<file path="src/rtl/dot_matrix_capture.sv">
// Receive-side monitor for the 8x8 RGB shift-register display link.
// Rebuilds the latched frame from SH_CP/ST_CP/DS/OE/CLR/row activity.
module dot_matrix_capture #(
  parameter int ROWS        = 8,
  parameter int WIDTH       = 24,
  parameter int SYNC_STAGES = 2
) (
  input  logic                    clk,
  input  logic                    reset,
  input  logic                    link_sh_cp,
  input  logic                    link_st_cp,
  input  logic                    link_ds,
  input  logic                    link_oe,
  input  logic                    link_clr_n,
  input  logic [ROWS-1:0]         link_row,
  output logic [ROWS*WIDTH-1:0]   frame,
  output logic                    row_we,
  output logic [2:0]              row_idx,
  output logic [WIDTH-1:0]        row_data,
  output logic                    frame_done,
  output logic                    err_count,
  output logic                    err_row
);

  // Edge-detected signals carry one extra flop after the synchronizer;
  // level signals (DS, clear, row) stop at the aligned stage.
  localparam int         D    = SYNC_STAGES + 2;
  localparam logic [2:0] LAST = 3'(ROWS - 1);
  localparam logic [4:0] FULL = 5'(WIDTH);

  logic [1:0]      rst_q;
  logic            en;
  logic [D-1:0]    sh_c, st_c, oe_c;
  logic [D-2:0]    ds_c, clr_c;
  logic [ROWS-1:0] row_c [D-1];

  logic             sh_rise, st_rise, oe_fall, clr, ds_s;
  logic [ROWS-1:0]  row_s;

  logic [WIDTH-1:0] sr, sr_n;
  logic [WIDTH-1:0] stor, stor_n;
  logic [4:0]       cnt, cnt_n;
  logic             cnt_ok, onehot;
  logic [2:0]       idx;

  // Release of reset is re-timed so edges right after it are ignored.
  always_ff @(posedge clk or negedge reset) begin
    if (!reset) rst_q <= '0;
    else        rst_q <= {rst_q[0], 1'b1};
  end

  assign en = rst_q[1];

  // Synchronizer chains, newest sample at index 0.
  always_ff @(posedge clk or negedge reset) begin
    if (!reset) begin
      sh_c  <= '0;
      st_c  <= '0;
      oe_c  <= '0;
      ds_c  <= '0;
      clr_c <= '0;
      for (int i = 0; i < D-1; i++) row_c[i] <= '0;
    end else begin
      sh_c  <= {sh_c[D-2:0], link_sh_cp};
      st_c  <= {st_c[D-2:0], link_st_cp};
      oe_c  <= {oe_c[D-2:0], link_oe};
      ds_c  <= {ds_c[D-3:0], link_ds};
      clr_c <= {clr_c[D-3:0], link_clr_n};
      row_c[0] <= link_row;
      for (int i = 1; i < D-1; i++) row_c[i] <= row_c[i-1];
    end
  end

  assign sh_rise = en & sh_c[D-2] & ~sh_c[D-1];
  assign st_rise = en & st_c[D-2] & ~st_c[D-1];
  assign oe_fall = en & ~oe_c[D-2] & oe_c[D-1];
  assign clr     = en & ~clr_c[D-2];
  assign ds_s    = ds_c[D-2];
  assign row_s   = row_c[D-2];

  // Decode the one-hot row select.
  always_comb begin
    idx    = '0;
    onehot = $onehot(row_s);
    for (int i = 0; i < ROWS; i++)
      if (row_s[i]) idx = i[2:0];
  end

  // Same-cycle ordering: clear, shift, store, then commit.
  always_comb begin
    sr_n   = sr;
    cnt_n  = cnt;
    stor_n = stor;
    if (clr) begin
      sr_n  = '0;
      cnt_n = '0;
    end
    if (sh_rise) begin
      sr_n = {ds_s, sr_n[WIDTH-1:1]};
      if (cnt_n != 5'd31) cnt_n = cnt_n + 5'd1;
    end
    if (st_rise) stor_n = sr_n;
    cnt_ok = (cnt_n == FULL);
    if (oe_fall) cnt_n = '0;
  end

  // Datapath registers, commit and error flags.
  always_ff @(posedge clk or negedge reset) begin
    if (!reset) begin
      sr         <= '0;
      stor       <= '0;
      cnt        <= '0;
      frame      <= '0;
      row_we     <= 1'b0;
      row_idx    <= '0;
      row_data   <= '0;
      frame_done <= 1'b0;
      err_count  <= 1'b0;
      err_row    <= 1'b0;
    end else begin
      sr         <= sr_n;
      stor       <= stor_n;
      cnt        <= cnt_n;
      row_we     <= 1'b0;
      frame_done <= 1'b0;
      if (oe_fall) begin
        if (!onehot) err_row   <= 1'b1;
        if (!cnt_ok) err_count <= 1'b1;
        if (onehot && cnt_ok) begin
          frame[int'(idx)*WIDTH +: WIDTH] <= stor;
          row_we     <= 1'b1;
          row_idx    <= idx;
          row_data   <= stor;
          frame_done <= (idx == LAST);
        end
      end
    end
  end

endmodule

</file>
<file path="config.mk">
export PLATFORM = sky130hd
export DESIGN_NAME = dot_matrix_capture
export DESIGN_NICKNAME = d
export VERILOG_FILES = /design/src/rtl/dot_matrix_capture.sv
export SDC_FILE = /design/constraint.sdc
export NUM_CORES = 1
export LEC_CHECK = 0
export ABC_CLOCK_PERIOD_IN_PS = 13200
export CAP_MARGIN = 20
export CORE_UTILIZATION = 58
export DETAILED_ROUTE_END_ITERATION = 8
export PLACE_DENSITY = 0.88
export SLEW_MARGIN = 20
export SYNTH_ARGS = -nofsm -noshare
export SYNTH_HDL_FRONTEND = slang
export SYNTH_SLANG_ARGS = --single-unit
</file>
<file path="constraint.sdc">
create_clock -name clk -period 13.2 [get_ports clk]
set_input_delay 1.98 -clock clk [delete_from_list [all_inputs] [get_ports clk]]
set_output_delay 1.98 -clock clk [all_outputs]
set_load 0.03 [all_outputs]
</file>
## Word level (Yosys, flattened, before mapping)

Cells that the tools add are included.
Widths: inputs -> output; s select.

| cells by class | value |
|---|---|
| multipliers | 1 |
| eq/ne operators | 4 |
| bitwise logic cells | 13 |
| muxes and demuxes | 18 |
| $add $sub $neg | 9 |
| shift-type cells | 2 |
| reduce and logical (&&, ||, !) cells | 4 |

Operators by type and width:

| operator | number |
|---|---|
| $bwmux 192 | 1 |
| $shift 24x33->192 const A | 1 |
| $shiftx 24x33->192 | 1 |
| $mux 24 | 2 |
| $neg 8->33 | 1 |
| $mux 5 | 4 |
| $mux 3 | 6 |
| $add 1x1->2 | 4 |
| $and 1x1->1 | 7 |
| $add 2x2->3 | 2 |
| $not 1->1 | 6 |
| $reduce_and 2->1 | 3 |
| $add 5x1->5 const B | 1 |
| $eq 5x5->1 const B | 1 |
| $mul 3x2->5 const B | 1 |
| $mux 1 | 5 |
| $ne 5x5->1 const B | 1 |
| $add 3x3->4 | 1 |
| $eq 4x1->1 const B | 1 |
| $eq 3x3->1 const B | 1 |
| $logic_and 1x1->1 | 1 |

| storage, ports and cells | value |
|---|---|
| logic and storage cells | 70 |
| output and inout bits | 223 |
| bits in registers | 320 |

## Logic depth before layout (Yosys ltp)

Gate-level depths: netlist of run 1.

| logic depth | value |
|---|---|
| depth in word-level cells | 11 |
| gate-level depth with buffers | 19 |
| depth with buffers taken out | 15 |

## Worst setup path before layout of run 1

Ideal clock, no wire load.

| timing | value |
|---|---|
| kind | register to register |
| from | reg row_c, in the netlist row_s[3] |
| to | reg frame[120] |
| arrival | 4,997 ps |
| clock period less this slack | 5,122 ps |
| buffers on the path | 4 |
| path slack | 8,078 ps |
| stages on the path, launching flop included | 19 |
| library setup time | 125 ps |
| cells stage by stage | dfrtp_1 > clkbuf_1 > o311a_1 > nor2_1 > inv_2 > buf_1 > clkbuf_1 > ha_1 > fa_1 > clkbuf_1 > xnor2_2 > nor2_1 > ha_1 > nor2_1 > o21ai_0 > o2bb2ai_1 > o2bb2ai_1 > nor4_2 > mux2_2 |

| between the ends | value |
|---|---|
| cells in the longest elaborated chain, start to end | 9 |

RTL lines:

| element | RTL line | text |
|---|---|---|
| start, declared | 35 | `logic [ROWS-1:0] row_c [D-1];` |
| $mux 3 (*) (5 in a row) | 86 | `if (row_s[i]) idx = i[2:0];` |
| net idx[0] | 44 | `logic [2:0] idx;` |
| $mul 3x2->5 (*) | 130 | `frame[int'(idx)*WIDTH +: WIDTH] <= stor;` |
| $neg 8->33 (*) | 130 |  |
| $shiftx 24x33->192 / $shift 24x33->192 (equally long branches) | 130 |  |
| $bwmux 192 (*) | 130 |  |
| end signal, assigned by index | 130 |  |
| end, declared | 16 | `output logic [ROWS*WIDTH-1:0] frame,` |

The timed path passes the listed nets; every way through them passes the cells marked *.
A chain may end at the register's enable or synchronous reset.

## Worst setup path after layout of run 1

| timing | value |
|---|---|
| from | reg row_c, in the netlist row_s[2] |
| to | reg frame[22] |

| between the ends | value |
|---|---|
| cells in the longest elaborated chain, start to end | 10 |

RTL lines:

| element | RTL line |
|---|---|
| $mux 3 (6 in a row) | 86 |
| $mul 3x2->5 | 130 |
| $neg 8->33 | 130 |
| $shiftx 24x33->192 / $shift 24x33->192 (equally long branches) | 130 |
| $bwmux 192 | 130 |

Several ways; a longest one is shown, not always the timed one.

==> results of run 1 <==
-- worst max-delay path, cell delays in order (launching register included) --
cell and delay [ps]:
dfrtp_1 410, nor2b_1 390, o311a_1 600, nor2_1 130, inv_2 550, ha_1 320, fa_1 400, xnor2_2 300
nor2_1 110, ha_1 560, inv_1 160, nand3_1 150, nor4_1 390, nand4_1 630, o41ai_2 370, clkbuf_2 290
mux2_2 360
-- cells by family after synthesis --
group,Yosys count,synth area share
simple gates,423,0.141
flops,320,0.567
compound gates,237,0.108
mux,178,0.140
buf+inv,89,0.0250
fa+ha+maj,14,0.0151
xor+xnor,5,0.00363
other cells,1,0.000265
-- synth_stat cells (4+ instances only) --
cell       number  area, um^2
a21oi_1        51         255
a22o_1         24         210
a22oi_1        19         143
and2_1          6        37.5
and3_1          4        25.0
buf_1          21        78.8
buf_2           6        30.0
clkbuf_1       40         150
dfrtp_1       320        8010
fa_1            5         100
ha_1            9         113
inv_1          19        71.3
mux2_2        153        1720
mux2i_1        25         250
nand2_1       288        1080
nand2b_1       14        87.6
nand3_1        14        70.1
nand4_1         8        50.1
nor2_1         25        93.8
nor2b_1        14        87.6
nor3_1         18        90.1
nor3_2          4        40.0
nor4_4          6         128
o21ai_0        94         470
o2bb2ai_1      26         228
-- cell usage in the layout, fill, tap and decap left out, types with 3 or more instances in the layout --
| master | netlist | routed |
|---|---|---|
| dfrtp_1 | 320 | 320 |
| nand2_1 | 288 | 287 |
| clkdlybuf4s50_1 | 0 | 236 |
| mux2_2 | 153 | 153 |
| o21ai_0 | 94 | 94 |
| a21oi_1 | 51 | 51 |
| clkbuf_16 | 0 | 31 |
| o2bb2ai_1 | 26 | 26 |
| nor2_1 | 25 | 25 |
| mux2i_1 | 25 | 25 |
| a22o_1 | 24 | 24 |
| inv_1 | 19 | 19 |
| a22oi_1 | 19 | 19 |
| nor3_1 | 18 | 18 |
| nand2b_1 | 14 | 14 |
| nor2b_1 | 14 | 14 |
| nand3_1 | 14 | 14 |
| ha_1 | 9 | 9 |
| clkbuf_8 | 0 | 9 |
| nand4_1 | 8 | 8 |
| nor4_4 | 6 | 6 |
| and2_1 | 6 | 6 |
| buf_4 | 1 | 6 |
| fa_1 | 5 | 5 |
| and3_1 | 4 | 4 |
| nor3_2 | 4 | 4 |
| clkinvlp_4 | 0 | 4 |
| clkbuf_1 | 40 | 4 |
| nand3b_1 | 3 | 3 |
| or2_2 | 3 | 3 |
| or3_1 | 3 | 3 |
| o21a_1 | 3 | 3 |
| clkinv_2 | 0 | 3 |
-- through the flow --
| stage | std cells | total power [W] | hold slack [ps] |
|---|---|---|---|
| floorplan | 1267 | 0.00108 | 331 |
| global placement | 1761 | 0.00113 | 331 |
| detailed placement | 1761 | 0.00113 | 335 |
| CTS | 1816 | 0.00201 | 348 |
| global route | 1820 | 0.00207 | 350 |
| finish | 1820 | 0.00201 | 344 |
-- power by group through the flow --
stage	clock, W	combinational (W)	sequential, W
after floorplan	0	0.0000736	0.00101
after global placement	0	0.000115	0.00102
after detailed placement	0	0.000117	0.00102
after CTS	0.000896	0.000117	0.000998
after global routing	0.000936	0.000134	0.000999
final	0.000888	0.000121	0.000999
-- sequential cells by signal, summed over array words and instances (netlist names) --
signal,cells
ds_c,3
cnt,5
stor,24
err_count,1
row_data,24
sr,24
st_c,4
sh_c,4
frame,192
row_s,8
row_idx,3
frame_done,1
err_row,1
oe_c,4
rst_q,2
clr_c,3
row_we,1
row_c,16
-- area by class of cell --
| type | count | area share |
|---|---|---|
| clock buffers | 44 | 0.0514 |
| flip-flops and latches | 320 | 0.450 |
| multi-input cells | 858 | 0.325 |
| well taps | 319 | 0.0224 |
| clock inverters | 11 | 0.00689 |
| inverters | 20 | 0.00422 |
| repair buffers | 248 | 0.140 |
-- how the worst min path moves through the flow --
stage                            to  slack (ps)  depth (start not counted)
final                      rst_q[1]         340                          0
after global routing      row_c[10]         350                          0
after CTS                  rst_q[1]         350                          0
after floorplan            clr_c[1]         330                          0
after detailed placement  row_c[10]         330                          0
after global placement    row_c[12]         330                          0
-- layer usage --
layer,track usage,vias to the layer above
li1,-,4827
met1,0.437,5451
met2,0.534,566
met3,0.0575,140
met4,0.130,0
met5,0,-
==> reports/results.ini, run 1 <==
[status]
run_status = completed

[route]
top_layer = met4
detail-route-antenna-nets = 0
wl_met3_um = 3210
detailroute.via_count = 11000
mean_number_of_vias_per_cell = 6.04
routedWlPerCell_um = 22.2
m1WireLength_um = 15900
route.final.wire_length_um = 40400
met2RoutedLength_um = 19800
drcViolationCount = 0
drt_first_iter_violations = 898
drt_pre_antenna_iters = 6

[floorplanning]
placement_rows = 56
placeableCoreArea_mm2 = 0.0237
ioPinCount = 238
die_area_mm2 = 0.0250
starting_density_of_the_core = 0.597
die_h_um = 158
die_width_um = 158

[global_routing]
grt_start_max_net_pins = 197
grt_antenna_before_repair = 0
grt_usage = 0.327
globalRoute.totalOverflow = 0
grt_pass1_vias = 11000
grt_first_pass_wirelength_um = 62100

[pwr]
clock_power_share = 0.442
ir_worst_vdd_uv = 138
switching_share = 0.233
power_frac_comb = 0.060
leakage_nw = 7.93
p_int_w = 0.00154
seq_power_share = 0.497
power_density_mw_per_mm2 = 113
p_sw_w = 0.000469

[hold_path]
timing.hold.worst.start = rst_q[0]
worstHoldPathType = reg -> reg

[logic_synthesis]
syn_avg_cell_area_um2 = 11.2
ys_ff_latch = 320
ys_async_sr_fraction = 1.00
synth_ff_type = dfrtp_1
synth.lib_cells_used.distinct = 61
yosys_warnings = 0
number_of_nets_in_the_synthesized_netlist = 1296
syn-instance-count = 1267
ys_seq_area_frac = 0.567
syn_area_mm2 = 0.0141
synth-edff-count = 0

[worst_setup_path]
r2r-end = frame[22]
path_max_fanout = 36
timing.setup.critical_path_class = reg -> reg
worst_setup_path_end = frame[22]
cp-end-kind = register
worst-r2r-setup-slack_ps = 6960
critPathArrivalTime_ps = 6680
worst_r2r_startpoint = row_s[2]
worst_setup_path_start_kind = register
worst_reg_to_reg_path_cell_count = 16
crit_path_start = row_s[2]
worst_ep_required_time_ps = 13630

[cts]
clk_pin_slew_worst_paths_ps = 70
h_tree_levels = 1
cts_tree = done
postCtsSetupRepairBufs = 0
cts.root.buffer_cell = clkbuf_16
ctsLongestPathBuffers = 3
clock_sinks = 320
post_cts_resized = 0
post_cts_hold_buffer_count = 0
cts-buffers-inserted = 30
clock_insertion_delay_worst_skew_ps = 570

[timing]
final_hold_viol_count = 0
timing.final.setup_violations = 0
worst-slew-pin-transition_ps = 1160
worst_slew_slack_as_a_fraction_of_its_limit = 0.230
slew_viol_final = 0
post-route-period-util = 0.473
rsz0062_at_grt = false
final.setup.worst_slack_ps = 6960
clock_skew_ps = 28.6
maxClockFrequency_mhz = 160
crit_path_time_final_ps = 6240
setup_tns_ps = 0

[finish]
fillCellCount = 1563
finish.instance_area_mm2 = 0.0178
multiInputGateArea_mm2 = 0.00579
antennaDiodeCount = 0
final_core_utilization = 0.752
nNetsFinal = 1507
fraction_of_final_layout_cells_with_drive_strength_greater_than_1 = 0.164
regArea_mm2 = 0.00801
area_growth_syn_to_layout_pct = 26.0

[flow_run]
max_cap_violations = 0

[place]
post_dp_cell_area_mm2 = 0.0167
gp_routability_congestion = 0.980
placement.io_buffers = 237
dp_hpwl_um = 27500
dp_slack_ps = 7230

Power figures use the tool's default switching activity.
==> run 2, diff against run 1 <==
- ABC_CLOCK_PERIOD_IN_PS: 13200 -> 5600
- CORE_UTILIZATION: 58 -> 48
- PLACE_DENSITY: 0.88 -> 0.78
- clock period: 13.2 -> 5.6 ns (I/O delays scaled with it)
==> run 2 against run 1 <==
Largest power group unchanged. Cell area increased by 2.0%. Power increased by 140%. Global-route usage decreased by 5.9 points. Critical endpoint is now frame[188]. Utilization decreased by 12 points. Critical path type unchanged.
==> reports/results.ini, run 2 (same netlist as run 1, synthesis figures left out) <==
[timing]
slew_viol_final = 0
timing.final.setup_violations = 0
worst-slew-pin-transition_ps = 1040
worst_slew_slack_as_a_fraction_of_its_limit = 0.296
setup_tns_ps = 0
maxClockFrequency_mhz = 192
post-route-period-util = 0.932
rsz0062_at_grt = false
final_hold_viol_count = 0
clock_skew_ps = 18.3
crit_path_time_final_ps = 5220

[cts]
clk_pin_slew_worst_paths_ps = 60
h_tree_levels = 2
post_cts_resized = 0
clock_insertion_delay_worst_skew_ps = 510
post_cts_hold_buffer_count = 0
ctsLongestPathBuffers = 3
cts-buffers-inserted = 34
clock_sinks = 320
cts_tree = done
cts.root.buffer_cell = clkbuf_16

[route]
detailroute.via_count = 11000
drt_pre_antenna_iters = 5
drcViolationCount = 0
drt_first_iter_violations = 953
mean_number_of_vias_per_cell = 5.72
route.final.wire_length_um = 40100
routedWlPerCell_um = 20.8
detail-route-antenna-nets = 0

[pwr]
leakage_nw = 8.13
power_w = 0.00483
power_density_mw_per_mm2 = 266
ir_worst_vdd_uv = 266

[worst_setup_path]
critPathArrivalTime_ps = 5600
worst_setup_path_start_kind = register
timing.setup.critical_path_class = reg -> reg
cp-end-kind = register
worst_ep_required_time_ps = 5980
worst-r2r-setup-slack_ps = 380
path_max_fanout = 12

[finish]
area_growth_syn_to_layout_pct = 28.6
largest_register = frame
finish.instance_area_mm2 = 0.0182
nNetsFinal = 1546
fraction_of_final_layout_cells_with_drive_strength_greater_than_1 = 0.182
number_of_flip_flops_under_the_largest_register_name = 192
final_core_utilization = 0.630
layout.cells.most_common = dfrtp_1
stdcell_count = 1924
layout_common_cells = dfrtp_1, nand2_1, clkdlybuf4s50_1
antennaDiodeCount = 0

[place]
post_dp_cell_area_mm2 = 0.0170
gp_routability_congestion = 0.943
dp_hpwl_um = 28700
dp.cells = 1859
placement.io_buffers = 237

[floorplanning]
placement_rows = 62
die_area_mm2 = 0.0301
die_width_um = 174
starting_density_of_the_core = 0.490
ioPinCount = 238
die_h_um = 174
placeableCoreArea_mm2 = 0.0289

[global_routing]
globalRoute.totalOverflow = 0
grt_antenna_before_repair = 0
grt_first_pass_wirelength_um = 63100
grt_start_max_net_pins = 119
grt_pass1_vias = 10800
grt_usage = 0.269

[status]
run_status = completed

[hold_path]
worstHoldPathType = reg -> reg

[flow_run]
max_cap_violations = 0

## run 2: power by group
| part | switching (W) | internal, W |
|---|---|---|
| Combinational | 0.000214 | 0.0000810 |
| Clock | 0.000888 | 0.00129 |
| Sequential | 0.0000218 | 0.00233 |
## run 2: final cells by class
class | instances | area, um^2
Clock buffer | 49 | 1040
Inverter | 20 | 75.1
Fill cell | 2278 | 10700
Sequential cell | 320 | 8010
Tap cell | 384 | 480
Clock inverter | 10 | 58.8
Multi-Input combinational cell | 858 | 5770
Timing Repair Buffer | 283 | 2740
## run 2: final timing paths
path / from / end / depth (start not counted)
max: row_s[3] / frame[188] / 16
min in group asynchronous: reset / frame[32] / 1
max in group asynchronous: reset / frame[45] / 2
max reg2reg: row_s[3] / frame[188] / 16
min reg2reg: row_c[20] / row_c[12] / 0
min: row_c[20] / row_c[12] / 0
## run 2: critical path, cell delays in order (launching register included)
cell and delay (ps):
dfrtp_1 470, fa_1 510, inv_1 50, fa_1 490, fa_1 400, inv_1 70
ha_1 150, inv_1 50, fa_1 380, nor2b_1 130, a21oi_1 80, nor3_1 390
a21boi_2 520, nand2_2 420, nor4_4 400, buf_4 220, mux2_2 350
## run 2: repair_timing
action / in CTS / in global routing
endpoints found under the hold margin: 0 / 0
setup endpoints to repair: 0 / 48
buffers inserted: 0 / 6
## run 2: stage by stage
step / hold slack [ps] / setup WS [ps]
after floorplan: 331 / 478
after global placement: 331 / 487
after detailed placement: 335 / 334
after CTS: 348 / 309
after global routing: 355 / 24.5
final: 346 / 380
## run 2: metal layers
layer  up-vias  part of all wire  GRT usage
li1       4915                 -          -
met1      5486              0.42      0.373
met2       513              0.48      0.436
met3        95             0.074     0.0432
met4         0             0.031     0.0837
met5         -                 0          0
==> run 3, diff against run 2 <==
- CAP_MARGIN: 20 -> not set
==> results of run 3 <==
Final layout, timing and power as in run 2 (identical DEF).
